**config.mk**
```make
export PLATFORM = sky130hd
export DESIGN_NAME = layer_sched
export DESIGN_NICKNAME = d
export VERILOG_FILES = /design/src/rtl/layer_sched.sv
export SDC_FILE = /design/constraint.sdc
export NUM_CORES = 1
export LEC_CHECK = 0
export CAP_MARGIN = 20
export CORE_ASPECT_RATIO = 0.6
export CORE_UTILIZATION = 31
export CTS_CLUSTER_DIAMETER = 50
export DETAILED_ROUTE_END_ITERATION = 6
export GPL_TIMING_DRIVEN = 1
export PLACE_DENSITY = 0.88
export SLEW_MARGIN = 20
export SYNTH_ARGS = -nofsm -noshare
export SYNTH_HDL_FRONTEND = slang
export SYNTH_SLANG_ARGS = --single-unit
```
**constraint.sdc**
```tcl
create_clock -name clk -period 4.75 [get_ports clk]
set_input_delay 1.425 -clock clk [delete_from_list [all_inputs] [get_ports clk]]
set_output_delay 1.425 -clock clk [all_outputs]
set_load 0.05 [all_outputs]
```
**src/rtl/layer_sched.sv**
```systemverilog
// rtl/layer_sched.sv - layer scheduler: loads IFM/weight buffers, launches compute, signals done
// Optional macro LAYER_SCHED_WEIGHT_REUSE_EN adds reuse_w to skip weight reload on later layers.
module layer_sched #(
    parameter int ADDR_W    = 16,
    parameter int IFM_WORDS = 256,
    parameter int W_WORDS   = 256
) (
    input  logic              clk,
    input  logic              rst_n,
    input  logic              go,
`ifdef LAYER_SCHED_WEIGHT_REUSE_EN
    input  logic              reuse_w,
`endif
    input  logic              in_valid,
    input  logic [63:0]       in_data,
    output logic              in_ready,
    input  logic              ctl_ifm_ena,
    input  logic              ctl_w_ena,
    input  logic [ADDR_W-1:0] ctl_ifm_addr,
    input  logic [ADDR_W-1:0] ctl_w_addr,
    output logic              ifm_ena,
    output logic              weight_ena,
    output logic [ADDR_W-1:0] ifm_addr,
    output logic [ADDR_W-1:0] weight_addr,
    output logic              wea,
    output logic [63:0]       buf_din,
    output logic              comp_start,
    input  logic              layer_ready,
    output logic              busy,
    output logic              done
);
    typedef enum logic [2:0] {IDLE, LOAD_IFM, LOAD_W, COMPUTE, DONE} state_t;

    state_t            state, state_nxt;
    logic [15:0]       lcnt, lcnt_nxt;
    logic              first_q;
    logic              skip_w;
    logic [ADDR_W-1:0] lcnt_addr;

    assign lcnt_addr = ADDR_W'(lcnt);

`ifdef LAYER_SCHED_WEIGHT_REUSE_EN
    logic reuse_q, done_seen;

    // Reuse only counts once a full layer has completed, so the first layer always loads weights.
    always_ff @(posedge clk) begin
        if (!rst_n) begin
            reuse_q   <= 1'b0;
            done_seen <= 1'b0;
        end else begin
            if (state == IDLE && go)
                reuse_q <= reuse_w && done_seen;
            if (state == DONE)
                done_seen <= 1'b1;
        end
    end
    assign skip_w = reuse_q;
`else
    assign skip_w = 1'b0;
`endif

    always_ff @(posedge clk) begin
        if (!rst_n) begin
            state   <= IDLE;
            lcnt    <= 16'd0;
            first_q <= 1'b0;
        end else begin
            state   <= state_nxt;
            lcnt    <= lcnt_nxt;
            first_q <= (state_nxt == COMPUTE) && (state != COMPUTE);
        end
    end

    always_comb begin
        state_nxt   = state;
        lcnt_nxt    = lcnt;
        in_ready    = 1'b0;
        ifm_ena     = 1'b0;
        weight_ena  = 1'b0;
        ifm_addr    = '0;
        weight_addr = '0;
        wea         = 1'b0;
        buf_din     = 64'd0;
        case (state)
            IDLE: begin
                if (go) begin
                    state_nxt = LOAD_IFM;
                    lcnt_nxt  = 16'd0;
                end
            end
            LOAD_IFM: begin
                in_ready = 1'b1;
                if (in_valid) begin
                    ifm_ena  = 1'b1;
                    wea      = 1'b1;
                    ifm_addr = lcnt_addr;
                    buf_din  = in_data;
                    if (lcnt == 16'(IFM_WORDS - 1)) begin
                        lcnt_nxt  = 16'd0;
                        state_nxt = skip_w ? COMPUTE : LOAD_W;
                    end else begin
                        lcnt_nxt = lcnt + 16'd1;
                    end
                end
            end
            LOAD_W: begin
                in_ready = 1'b1;
                if (in_valid) begin
                    weight_ena  = 1'b1;
                    wea         = 1'b1;
                    weight_addr = lcnt_addr;
                    buf_din     = in_data;
                    if (lcnt == 16'(W_WORDS - 1)) begin
                        lcnt_nxt  = 16'd0;
                        state_nxt = COMPUTE;
                    end else begin
                        lcnt_nxt = lcnt + 16'd1;
                    end
                end
            end
            COMPUTE: begin
                ifm_ena     = ctl_ifm_ena;
                ifm_addr    = ctl_ifm_addr;
                weight_ena  = ctl_w_ena;
                weight_addr = ctl_w_addr;
                if (layer_ready)
                    state_nxt = DONE;
            end
            DONE: begin
                state_nxt = IDLE;
            end
            default: begin
                state_nxt = IDLE;
            end
        endcase
    end

    assign comp_start = first_q && (state == COMPUTE);
    assign busy       = (state != IDLE);
    assign done       = (state == DONE);

endmodule

```
==> impl_metrics.toml, run 1 <==
[outcome]
status = "complete, no violations"

[clocking]
cts_tree = "yes"
htreeDepth = 1
cts.sinks = 20
cts_setup_buffers = 0
cts_resized = 0
clkTransAtPathRegs_ns = 0.08
hold_buffers = 0
numCtsBuffers = 3
cts_buffer_depth = 2
cts_root_buf = "clkbuf_8"
clk-insertion-delay-late_ns = 0.27

[pwr]
ir_worst_vdd_mv = 0.0780
powerDensity_nw_per_um2 = 124
p_leak_nw = 1.97

[timing]
worst_pin_slew_ns = 0.666
rsz0062_at_grt = "false"
max_freq_mhz = 220
whs_ns = 0.613
fin_crit_sh = 0.959
maxSlewViolCount = 0
setup_tns_ns = 0
finalHoldViolCount = 0
fin_skew_ns = 0.00328
min_period_ns = 4.55
slew_headroom = 0.555
setup_viol = 0

[global_route]
grt_util_met1 = 0.378
grt_use_met2 = 0.627
grtUsageMet3 = 0.112
top_usage_layer = "met2"
gr-total-overflow = 0
first_global_vias = 3222
grt.total_usage = 0.361
grt_pass1_wl_mm = 17.3
grt_max_degree = 66
antenna_found_initial = 1

[setup_path]
r2r-end = "lcnt[14]"
end_kind = "output port"
worstSetupPathType = "in -> out"
startpoint_type = "input pin"
cp.arrival_ns = 3.13
crit_buf_inv = 3
r2r-start = "state[1]"
crit_fanout = 65
worst-path-stages = 6
reg2reg_depth = 5
cpMostUsedCell = "buf_12"
critPathRequiredTime_ns = 3.32
cpPeakStageDelay_ns = 0.58
crit_chain = "clkdlybuf4s50_1 > nand2b_1 > nor2_4 > buf_12 > and2_1 > buf_12"
critPathLaunch = "in_valid"
crit_path_top_delay_cell = "clkdlybuf4s50_1"
worstSetupEndpoint = "buf_din[55]"
regToRegSetupSlack_ns = 2.54
path_delay_family = "buffers and inverters"

[detailed_routing]
ant_nets = 0
post-route-drc-count = 0
vias_per_cell = 5.79
post_drt_wl_per_cell_um = 22.9
routed_wl_mm = 11.9
dr.pass1.iters = 5
drtIter0Drc = 369
vias = 3017

[die]
io-pin-count = 206
row_count = 21
dieHeight_um = 62.6
die-area_sq_um = 6450
start_util = 0.331
core_area_sq_um = 5730
die_w_um = 103

[synthesis]
postSynthAreaPerCell_sq_um = 7.68
synth_area_leaders = "and2_1 (21%), dfxtp_1 (21%), a22o_1 (15%)"
yosysWarnings = 0
synth-seq-cells = 20
ys_types = 46
ys_seq_area_frac = 0.211
syn_inst = 247
synth_top_area_frac = 0.214
yosys.area.top_type = "and2_1"
ys_async_sr_fraction = 0
synthFlopType = "dfxtp_1"
netlist_area_sq_um = 1900
synth_edf_count = 0
syn_nets = 351

[cells_and_area]
final_cell_count_no_fill = 521
mostFrequentLayoutCells = "clkdlybuf4s50_1 (106), buf_12 (100), and2_1 (65)"
area_delta_synth_final_pct = 166
final_util = 0.882
final_common_cell = "clkdlybuf4s50_1"
final_net_count = 545
drive_gt1_frac = 0.277

[place]
portBuffers = 205
place.gp.congestion = 0.905
placed_cells = 516
dp_hpwl_mm = 9.23

[worst_hold_path]
hold_path_class = "reg -> reg"
holdCritStartpoint = "lcnt[2]"
holdPathStages = 2

[job]
drv_cap = 0
[worst register-to-register path, cell delays in order, from the launching register on]
cell and delay [ns]:
dfxtp_1 0.61, mux2i_1 0.29, a2bb2oi_2 0.41, or2_1 0.40, o21ai_2 0.21, nor2_1 0.21
[logic make-up (layout without fill, tap and decap cells)]
| family | Yosys count | after routing | synth area share |
|---|---|---|---|
| other | 0 | 1 | 0 |
| AND/OR/NAND/NOR | 140 | 140 | 0.454 |
| XOR/XNOR | 7 | 7 | 0.0323 |
| buffers and inverters | 24 | 217 | 0.0607 |
| multiplexers | 2 | 2 | 0.0112 |
| AO/OA/AOI/OAI | 53 | 53 | 0.224 |
| flip-flops | 20 | 20 | 0.211 |
| adder cells (fa/ha/maj) | 1 | 1 | 0.00660 |
[routing by layer]
metal	vias up	share of wire
met2	286	0.49
met5	-	0
li1	1267	-
met3	78	0.12
met4	0	0.062
met1	1386	0.33
[how the worst min path moves through the flow]
stage               endpoint
finish               lcnt[2]
global placement     lcnt[1]
CTS                  lcnt[2]
floorplan            lcnt[1]
detailed placement   lcnt[2]
global route         lcnt[2]
[flip-flops by register name, indices dropped and copies added, names as in the netlist]
name / cells
state: 3
first_q: 1
lcnt: 16
[power breakdown]
| part | total, mW | switching, mW | internal [mW] | leakage (nW) |
|---|---|---|---|---|
| Sequential | 0.172 | 0.00342 | 0.169 | 0.161 |
| Clock | 0.137 | 0.0633 | 0.0741 | 0.0288 |
| Combinational | 0.316 | 0.148 | 0.169 | 1.78 |
| Total | 0.626 | 0.214 | 0.411 | 1.97 |
[through the flow]
step	worst slack (ns)	power, mW	area [sq um]
6_report	0.195	0.626	5050
5_1_grt	0.131	0.642	5050
4_1_cts	0.225	0.621	5050
3_5_place_dp	0.293	0.489	5000
3_3_place_gp	0.394	0.479	5000
2_1_floorplan	0.480	0.293	1900
[cell type report]
| cell class | count | area, sq um |
|---|---|---|
| multi-input cells | 203 | 1390 |
| well taps | 80 | 100 |
| diodes | 1 | 2.50 |
| fillers | 227 | 673 |
| inverters | 2 | 7.51 |
| repair buffers | 211 | 3100 |
| flip-flops and latches | 20 | 400 |
| clock buffers | 4 | 55.1 |
[synth_stat cells, types with 2 or more instances]
master    number
or3b_1         2
xnor2_1        7
o21ai_0        4
a21oi_1        7
nor2_1        14
nor2b_1        4
and4_4         2
a22oi_1        2
nand4_1        5
and2_1        65
dfxtp_1       20
clkbuf_1      13
buf_2          2
nand3_1       13
nor2_2         2
nand2b_1       2
buf_1          2
a21o_1         2
and3_1         3
nor4_1         5
a22o_1        32
nand2_1        7
nor4b_2        2
buf_4          4
or4_1          2
nor3_1         2
or3_1          3
Power figures use the tool's default switching activity.
==> run 2: changes to the inputs <==
- CORE_MARGIN: unset -> 4
==> impl_metrics.toml, run 2 (same netlist as run 1, synthesis figures left out) <==
[cells_and_area]
final_cell_count_no_fill = 518
final_util = 0.874
area_delta_synth_final_pct = 165
multi_input_area_sq_um = 1390
final_common_cell = "clkdlybuf4s50_1"
mostFrequentLayoutCells = "clkdlybuf4s50_1 (106), buf_12 (100), and2_1 (65)"
seq_area_sq_um = 400
top_regs = "lcnt: 16 flops, state: 3 flops, first_q: 1 flops"
drive_gt1_frac = 0.274
largest_register_ffs = 16
regMostFlops = "lcnt"
final_net_count = 544
fillers = 245
n_antenna_cell = 0

[detailed_routing]
ant_nets = 0
vias_per_cell = 5.47
vias = 2835
post-route-drc-count = 0
post_drt_wl_per_cell_um = 21.7
routed_wl_mm = 11.2
dr.pass1.iters = 6
drtIter0Drc = 270

[pwr]
ir_worst_vdd_mv = 0.0902
powerDensity_nw_per_um2 = 119
p_leak_nw = 1.96

[global_route]
first_global_vias = 2808
grt_max_degree = 68
grt.total_usage = 0.283
antenna_found_initial = 0
gr-total-overflow = 0
grt_pass1_wl_mm = 15.9

[timing]
rsz0062_at_grt = "false"
setup_tns_ns = 0
finalHoldViolCount = 0
slew_headroom = 0.616
fin_skew_ns = 0.00418
layout_setup_ws_ns = 0.287
min_period_ns = 4.46
setup_viol = 0
worst_pin_slew_ns = 0.575
max_freq_mhz = 224
whs_ns = 0.590
fin_crit_sh = 0.940
maxSlewViolCount = 0

[setup_path]
cp.arrival_ns = 3.04
path_delay_family = "buffers and inverters"
end_kind = "output port"
crit_buf_inv = 3
critPathLaunch = "in_valid"
worstSetupPathType = "in -> out"
r2r-start = "state[1]"
crit_path_top_delay_cell = "clkdlybuf4s50_1"
startpoint_type = "input pin"
cpPeakStageDelay_ns = 0.58
crit_fanout = 17
critPathRequiredTime_ns = 3.32
crit_chain = "clkdlybuf4s50_1 > nand2b_1 > nor3b_2 > buf_4 > a22o_1 > buf_12"

[outcome]
status = "complete, no violations"

[die]
start_util = 0.330
core_area_sq_um = 5750
die_w_um = 109
io-pin-count = 206
dieHeight_um = 68.6
row_count = 21
die-area_sq_um = 7480

[clocking]
clk-insertion-delay-late_ns = 0.26
numCtsBuffers = 3
cts_setup_buffers = 0
cts_tree = "yes"
htreeDepth = 1
cts_buffer_depth = 2
hold_buffers = 0
cts_root_buf = "clkbuf_8"
cts.sinks = 20
cts_resized = 0
clkTransAtPathRegs_ns = 0.07

[worst_hold_path]
holdCritStartpoint = "lcnt[2]"
hold_path_class = "reg -> reg"

[place]
placed_cells = 515
pre_cts_slack_ns = 0.303
portBuffers = 205
place.gp.congestion = 0.952
dp_hpwl_mm = 9.42

[job]
drv_cap = 0
run 2: changes by cell type in the layout (fill, tap and decap cells not counted):
cell / previous run / this run
diode_2: 1 / 0
buf_4: 5 / 4
clkbuf_8: 4 / 3
run 2: final timing paths:
| check | end | slack (ns) | cells after the start |
|---|---|---|---|
| max | weight_addr[0] | 0.29 | 6 |
| min | lcnt[2] | 0.59 | 2 |
| max reg2reg | lcnt[4] | 2.59 | 5 |
| min reg2reg | lcnt[2] | 0.59 | 2 |
run 2: area by class of cell:
cell class / instances / area share
Inverter: 2 / 0.00149
Multi-Input combinational cell: 203 / 0.276
Tap cell: 80 / 0.0199
Sequential cell: 20 / 0.0796
Clock buffer: 3 / 0.00821
Timing Repair Buffer: 210 / 0.615
run 2: power breakdown:
part           switching [mW]  internal [mW]  leakage [nW]
logic                   0.145          0.169          1.78
clock network          0.0585         0.0567        0.0216
registers             0.00335          0.169         0.161
run 2: through the flow:
step | total power, mW | cell area, sq um
2_1_floorplan | 0.293 | 1900
3_3_place_gp | 0.481 | 4990
3_5_place_dp | 0.489 | 4990
4_1_cts | 0.598 | 5030
5_1_grt | 0.616 | 5030
6_report | 0.601 | 5030
run 2: worst reg2reg max path, cell delays in order, from the launching register on:
cell and delay (ns):
dfxtp_1 0.61, mux2i_1 0.27, a2bb2oi_2 0.44, or2_1 0.40
o21ai_0 0.16, a21oi_1 0.20
run 2: layer usage:
layer | routed length [um] | track usage | up-vias
met1 | 3770 | 0.307 | 1313
met4 | 296 | 0.0709 | 0
met3 | 1420 | 0.109 | 34
li1 | - | - | 1265
met2 | 5750 | 0.528 | 223
met5 | 0 | 0 | -
==> run 3: changes to the inputs <==
- PLACE_DENSITY: 0.88 -> 0.85
==> impl_metrics.toml, run 3 (same netlist as run 1, synthesis figures left out) <==
[timing]
fin_crit_sh = 0.967
min_period_ns = 4.59
maxSlewViolCount = 0
setup_tns_ns = 0
fin_skew_ns = 0.00189
max_freq_mhz = 218
slew_headroom = 0.607
finalHoldViolCount = 0
worst_pin_slew_ns = 0.589
rsz0062_at_grt = "false"
setup_viol = 0

[die]
die-area_sq_um = 7480
die_w_um = 109
start_util = 0.330
core_area_sq_um = 5750
row_count = 21
io-pin-count = 206
dieHeight_um = 68.6

[global_route]
grt.total_usage = 0.287
first_global_vias = 2878
grt_pass1_wl_mm = 16.2
top_usage_layer = "met2"
antenna_found_initial = 0
grt_max_degree = 66
grt_util_met1 = 0.326
grtUsageMet3 = 0.0874
grt_use_met2 = 0.546
gr-total-overflow = 0

[cells_and_area]
multi_input_area_sq_um = 1380
mostFrequentLayoutCells = "clkdlybuf4s50_1 (106), buf_12 (100), and2_1 (65)"
final_cell_count_no_fill = 518
largest_register_ffs = 16
top_regs = "lcnt: 16 flops, state: 3 flops, first_q: 1 flops"
area_delta_synth_final_pct = 165
fin_area_sq_um = 5030
fillers = 251
final_common_cell = "clkdlybuf4s50_1"
drive_gt1_frac = 0.274
regMostFlops = "lcnt"
final_net_count = 544
n_antenna_cell = 0
seq_area_sq_um = 400

[clocking]
cts.sinks = 20
cts_tree = "yes"
cts_buffer_depth = 2
cts_root_buf = "clkbuf_8"
numCtsBuffers = 3
hold_buffers = 0
cts_setup_buffers = 0
cts_resized = 0
clk-insertion-delay-late_ns = 0.25
clkTransAtPathRegs_ns = 0.07
htreeDepth = 1

[worst_hold_path]
holdCritStartpoint = "lcnt[1]"
hold_path_class = "reg -> reg"

[setup_path]
reg2reg_depth = 5
r2r-start = "state[1]"
worstSetupPathType = "in -> out"
cp.arrival_ns = 3.17
critPathLaunch = "in_valid"
regToRegSetupSlack_ns = 2.62
critPathRequiredTime_ns = 3.32
startpoint_type = "input pin"
r2r-end = "lcnt[3]"
crit_fanout = 65
end_kind = "output port"
worstSetupEndpoint = "buf_din[45]"

[detailed_routing]
post-route-drc-count = 0
routed_wl_mm = 11.5
vias = 2856
dr.pass1.iters = 5
ant_nets = 0
vias_per_cell = 5.51
post_drt_wl_per_cell_um = 22.2
drtIter0Drc = 336

[place]
placed_cells = 515
portBuffers = 205
place.gp.congestion = 0.890
place_area_sq_um = 4980
dp_hpwl_mm = 9.66

[pwr]
power.total_uw = 592
ir_worst_vdd_mv = 0.0777
p_leak_nw = 1.96
powerDensity_nw_per_um2 = 118

[job]
drv_cap = 0

[outcome]
status = "complete, no violations"
## run 3: area by class of cell
type / count / share of cell area
tap: 80 / 0.0199
inverter: 2 / 0.00149
sequential: 20 / 0.0797
timing repair buffer: 210 / 0.615
multi-input combinational: 203 / 0.275
clock buffer: 3 / 0.00822
## run 3: worst max-delay path, stage by stage
cell,delay [ns]
clkdlybuf4s50_1,0.59
nand2b_1,0.16
nor2_2,0.29
buf_12,0.26
and2_1,0.25
buf_12,0.16
## run 3: routing by layer
| metal | vias to the layer above | routed length [um] |
|---|---|---|
| met5 | - | 0 |
| met1 | 1322 | 4000 |
| met4 | 0 | 206 |
| met3 | 30 | 1430 |
| met2 | 239 | 5870 |
| li1 | 1265 | - |
## run 3: power breakdown
group	switching, mW	leakage [nW]	internal (mW)
logic	0.144	1.78	0.168
registers	0.00347	0.161	0.169
clock network	0.0510	0.0216	0.0564
## run 3: how the worst min path moves through the flow
| stage | endpoint | slack, ns | depth (start not counted) |
|---|---|---|---|
| 2_1_floorplan | lcnt[1] | 0.48 | 2 |
| 3_3_place_gp | lcnt[1] | 0.55 | 2 |
| 3_5_place_dp | lcnt[1] | 0.58 | 2 |
| 4_1_cts | lcnt[1] | 0.59 | 2 |
| 5_1_grt | lcnt[1] | 0.62 | 2 |
| 6_report | lcnt[1] | 0.60 | 2 |
## run 3: stage by stage
stage	worst slack [ns]	utilization	hold WS (ns)
finish	0.157	0.873	0.604
global route	0.104	0.873	0.621
CTS	0.188	0.873	0.586
detailed placement	0.192	0.866	0.583
global placement	0.290	0.866	0.550
floorplan	0.480	-	0.482
==> edit 1, RTL diff (settings of run 2) <==
`ADDR_W`: 16 -> 14.
--- a/src/rtl/layer_sched.sv
+++ b/src/rtl/layer_sched.sv
@@ -1,7 +1,7 @@
 // rtl/layer_sched.sv - layer scheduler: loads IFM/weight buffers, launches compute, signals done
 // Optional macro LAYER_SCHED_WEIGHT_REUSE_EN adds reuse_w to skip weight reload on later layers.
 module layer_sched #(
-    parameter int ADDR_W    = 16,
+    parameter int ADDR_W    = 14,
     parameter int IFM_WORDS = 256,
     parameter int W_WORDS   = 256
 ) (
Interface: changed (resized ctl_ifm_addr, ctl_w_addr, ifm_addr and weight_addr); port bits go from 206 to 198. No check against the original RTL was run, so the function may have changed too.
==> edit 1 against run 2 <==
The flow now finishes with violations (DRC). Hold slack worse by 76 ps. Area after synthesis fell by 0.66%. Power is 11% higher. Sequential cell count did not move. Cell area down 1.6%. Worst setup slack worse by 250 ps. Die area decreased by 0.60%. Wire length grew 6.4%. Utilization shrank 1.0 points. Via count up 4.8%.
==> edit 1: results (changes against run 2) <==
- Placed Cells incl. Taps: 513 (-0.39%)
- P_sw: 0.0002166 W (+4.6%)
- Failing checks: DRC
- Ratio of cells with drive above 1 in the final layout: 0.2557 (-0.01826)
- Initial DRT Pass Iterations: 7 (+1)
- Worst-path maximum fanout: 33 (+16)
- DR iter-0 viols: 433 (+60%)
- Worst path max stage delay: 530 ps (-50 ps)
- Xor and xnor area share after synthesis: 0.01394 (-0.01838)
- Syn avg cell area: 7.332 um^2 (-4.5%)
- DR DRC count: 10 (+10)
- Global-route wire length before repair: 16,450 um (+3.7%)
- Total routed wirelength: 11,950 um (+6.4%)
- Syn Nets: 357 (+1.7%)
- DR WL/cell: 23.07 um (+6.4%)
- Final HPWL DP: 8871 um (-5.9%)
- DR vias: 2,972 (+4.8%)
- Worst-Margin Slew: 707.9 ps (+133.4 ps)
- Most frequent cells after synthesis: and2_1 (67), a22o_1 (28), dfxtp_1 (20), clkbuf_1 (19), a21oi_1 (12)
- Post-synthesis compound-gate area fraction: 0.2470 (+0.02340)
- Seq/Total Area, Yosys: 0.2125 (+0.001402)
- Status: finished with violations
- Unique masters post-synth: 44 (-4.3%)
- Worst Path Arrival: 3290 ps (+250 ps)
- Final Net Count: 539 (-0.92%)
- Leakage: 1.943 nW (-0.80%)
- GRT Overall Usage: 0.2885 (+0.005120)
- Placed Area: 4845 um^2 (-2.9%)
- Fill cell total of the finished layout: 234 (-4.5%)
- Largest cells by area after synthesis: and2_1 (22%), dfxtp_1 (21%), a22o_1 (13%)
- Clock skew: 0.8429 ps (-3.337 ps)
- Reg2Reg Depth: 6 (+1)
- Mux contribution to synthesized area: 0.01328 (+0.002066)
- Gpl congestion: 0.9838 (+3.3%)
- Dpl ws: 140.6 ps (-162.5 ps)
- Port Buffers: 197 (-3.9%)
- Worst VDD drop: 0.1181 mV (+31%)
[edit 1: path summary, 6_finish.rpt]
| path | from | end | slack [ps] |
|---|---|---|---|
| max reg2reg | lcnt[0] | lcnt[7] | 2450 |
| max | in_valid | buf_din[59] | 40 |
| min | lcnt[15] | lcnt[15] | 510 |
| min reg2reg | lcnt[15] | lcnt[15] | 510 |
[edit 1: cell type report]
type	instances	share of cell area
Tap cell	80	0.02022
Clock inverter	1	0.006065
Sequential cell	20	0.08087
Inverter	5	0.003791
Timing Repair Buffer	202	0.6040
Multi-Input combinational cell	207	0.2767
Clock buffer	3	0.008340
[edit 1: logic make-up after synthesis]
kind of cell | after synthesis
fa+ha+maj | 1
xor+xnor | 3
mux | 2
simple gates | 138
flops | 20
compound gates | 63
buf+inv | 30
[edit 1: timing repair]
| item | in CTS | in global routing |
|---|---|---|
| buffers inserted | 0 | 0 |
| setup endpoints to repair | 0 | 32 |
| resized for setup | 0 | 3 |
[edit 1: routing by layer]
layer / GRT usage / wire (um) / part of all wire
met5: 0 / 0 / 0
met4: 0.06614 / 382 / 0.032
met3: 0.1150 / 1729 / 0.14
met2: 0.5223 / 5836 / 0.49
met1: 0.3231 / 4003 / 0.33
[edit 1: power by group through the flow]
stage	Clock (W)	Sequential (W)	Combinational [W]
after floorplan	0	0.000173	0.000122
after global placement	0	0.000176	0.000306
after detailed placement	0	0.000176	0.000312
after CTS	0.000174	0.000172	0.000315
after global routing	0.000179	0.000173	0.000331
final	0.000175	0.000172	0.000320
[edit 1: worst reg2reg max path: cells and delay by family (launching register included)]
kind                       cells  cell delay, ps
DFF                            1             430
and+or+nand+nor                4            1230
adders and majority gates      1             300
AOI/OAI and AO/OA              1             250
==> edit 2, RTL diff (settings of run 2) <==
Made on the original files. Re-encode `state_t` (5 states) as one-hot, 5 bits wide.
--- a/src/rtl/layer_sched.sv
+++ b/src/rtl/layer_sched.sv
@@ -29,7 +29,7 @@
     output logic              busy,
     output logic              done
 );
-    typedef enum logic [2:0] {IDLE, LOAD_IFM, LOAD_W, COMPUTE, DONE} state_t;
+    typedef enum logic [4:0] {IDLE = 5'b00001, LOAD_IFM = 5'b00010, LOAD_W = 5'b00100, COMPUTE = 5'b01000, DONE = 5'b10000} state_t;
 
     state_t            state, state_nxt;
     logic [15:0]       lcnt, lcnt_nxt;
Behaviour: no difference found for any inputs over 10 cycles, from zero or initial values and one cycle with rst_n low; not proved beyond that.
==> edit 2 against run 2 <==
Cell area rose by 8.1%. Sequential cell count rose by 2. Largest cell class unchanged. Worst setup slack worse by 180 ps. Sequential share of layout area is 0.14 points higher. Sequential power rose by 12%. Clock skew fell by 1.3 ps. Via count up 17%. Global-route usage decreased by 1.3 points. Critical path depth unchanged. Area after synthesis rose by 21%. Wire length is 18% higher. Power up 0.60%.
==> edit 2: results (changes against run 2) <==
- Clock buffer count in the final layout: 4 (+1)
- Setup crit end: buf_din[61]
- Met1 Routed Length: 4806 um (+28%)
- CTS Sinks: 22 (+10%)
- Status: finished, final reports clean
- Largest cells by area after synthesis: dfxtp_1 (19%), and2_1 (19%), a22o_1 (12%)
- DR iter-0 viols: 458 (+70%)
- Routed vias/inst: 5.656 (+3.4%)
- Global-route wire length before repair: 18,790 um (+18%)
- Unique masters post-synth: 52 (+13%)
- Largest net degree at the start of global routing: 66 (-2.9%)
- Fill cell total of the finished layout: 374 (+53%)
- Clock share of power: 0.330 (+0.138)
- Worst hold margin: 586.4 ps (-3.137 ps)
- Worst-Margin Slew: 572.8 ps (-1.661 ps)
- Clock skew: 2.898 ps (-1.282 ps)
- Placed Cells incl. Taps: 581 (+13%)
- Most frequent cells after synthesis: and2_1 (69), a22o_1 (32), dfxtp_1 (22), nand2_1 (19)
- Reg2reg end: state[2]
- DR WL met3: 1289 um (-9.0%)
- Final HPWL DP: 10,930 um (+16%)
- Gpl congestion: 0.9745 (+2.4%)
- Syn Nets: 411 (+17%)
- Comb_multi_in: 242 (+19%)
- GRT Overall Usage: 0.2699 (-0.01345)
- Clk tree area frac: 0.01633 (+0.008126)
- Worst Path Arrival: 3220 ps (+180 ps)
- Layout non-clock buf frac: 0.5677 (-0.04703)
- Leakage: 2.063 nW (+5.3%)
- Worst VDD drop: 0.1288 mV (+43%)
- Worst-path maximum fanout: 65 (+48)
## edit 2: cell types whose count changed after synthesis, sizes merged, moves of 5 or more
cell	change
nand2	+12
nand4	+7
xnor2	-6
o211ai	+7
nor2	-11
inv	+5
buf	+14
nand3	+5
## edit 2: per-stage QoR
stage	power, W	worst slack, ps	util	area, um^2
final	0.0006047	103.3	0.7842	5439
after global routing	0.0006205	41.43	0.7842	5439
after CTS	0.0006007	105.4	0.7842	5439
after detailed placement	0.0004063	101.6	0.7714	5350
after global placement	0.0003988	173.9	0.7714	5350
after floorplan	0.0002699	420.0	-	2298
## edit 2: cells by family (layout without fill, tap and decap cells)
| logic type | Yosys count | count (layout) | synth area share |
|---|---|---|---|
| simple gates | 165 | 165 | 0.4447 |
| compound gates | 74 | 74 | 0.2657 |
| buf+inv | 43 | 221 | 0.08492 |
| flops | 22 | 22 | 0.1916 |
| xor+xnor | 2 | 2 | 0.007623 |
| fa+ha+maj | 1 | 1 | 0.005443 |
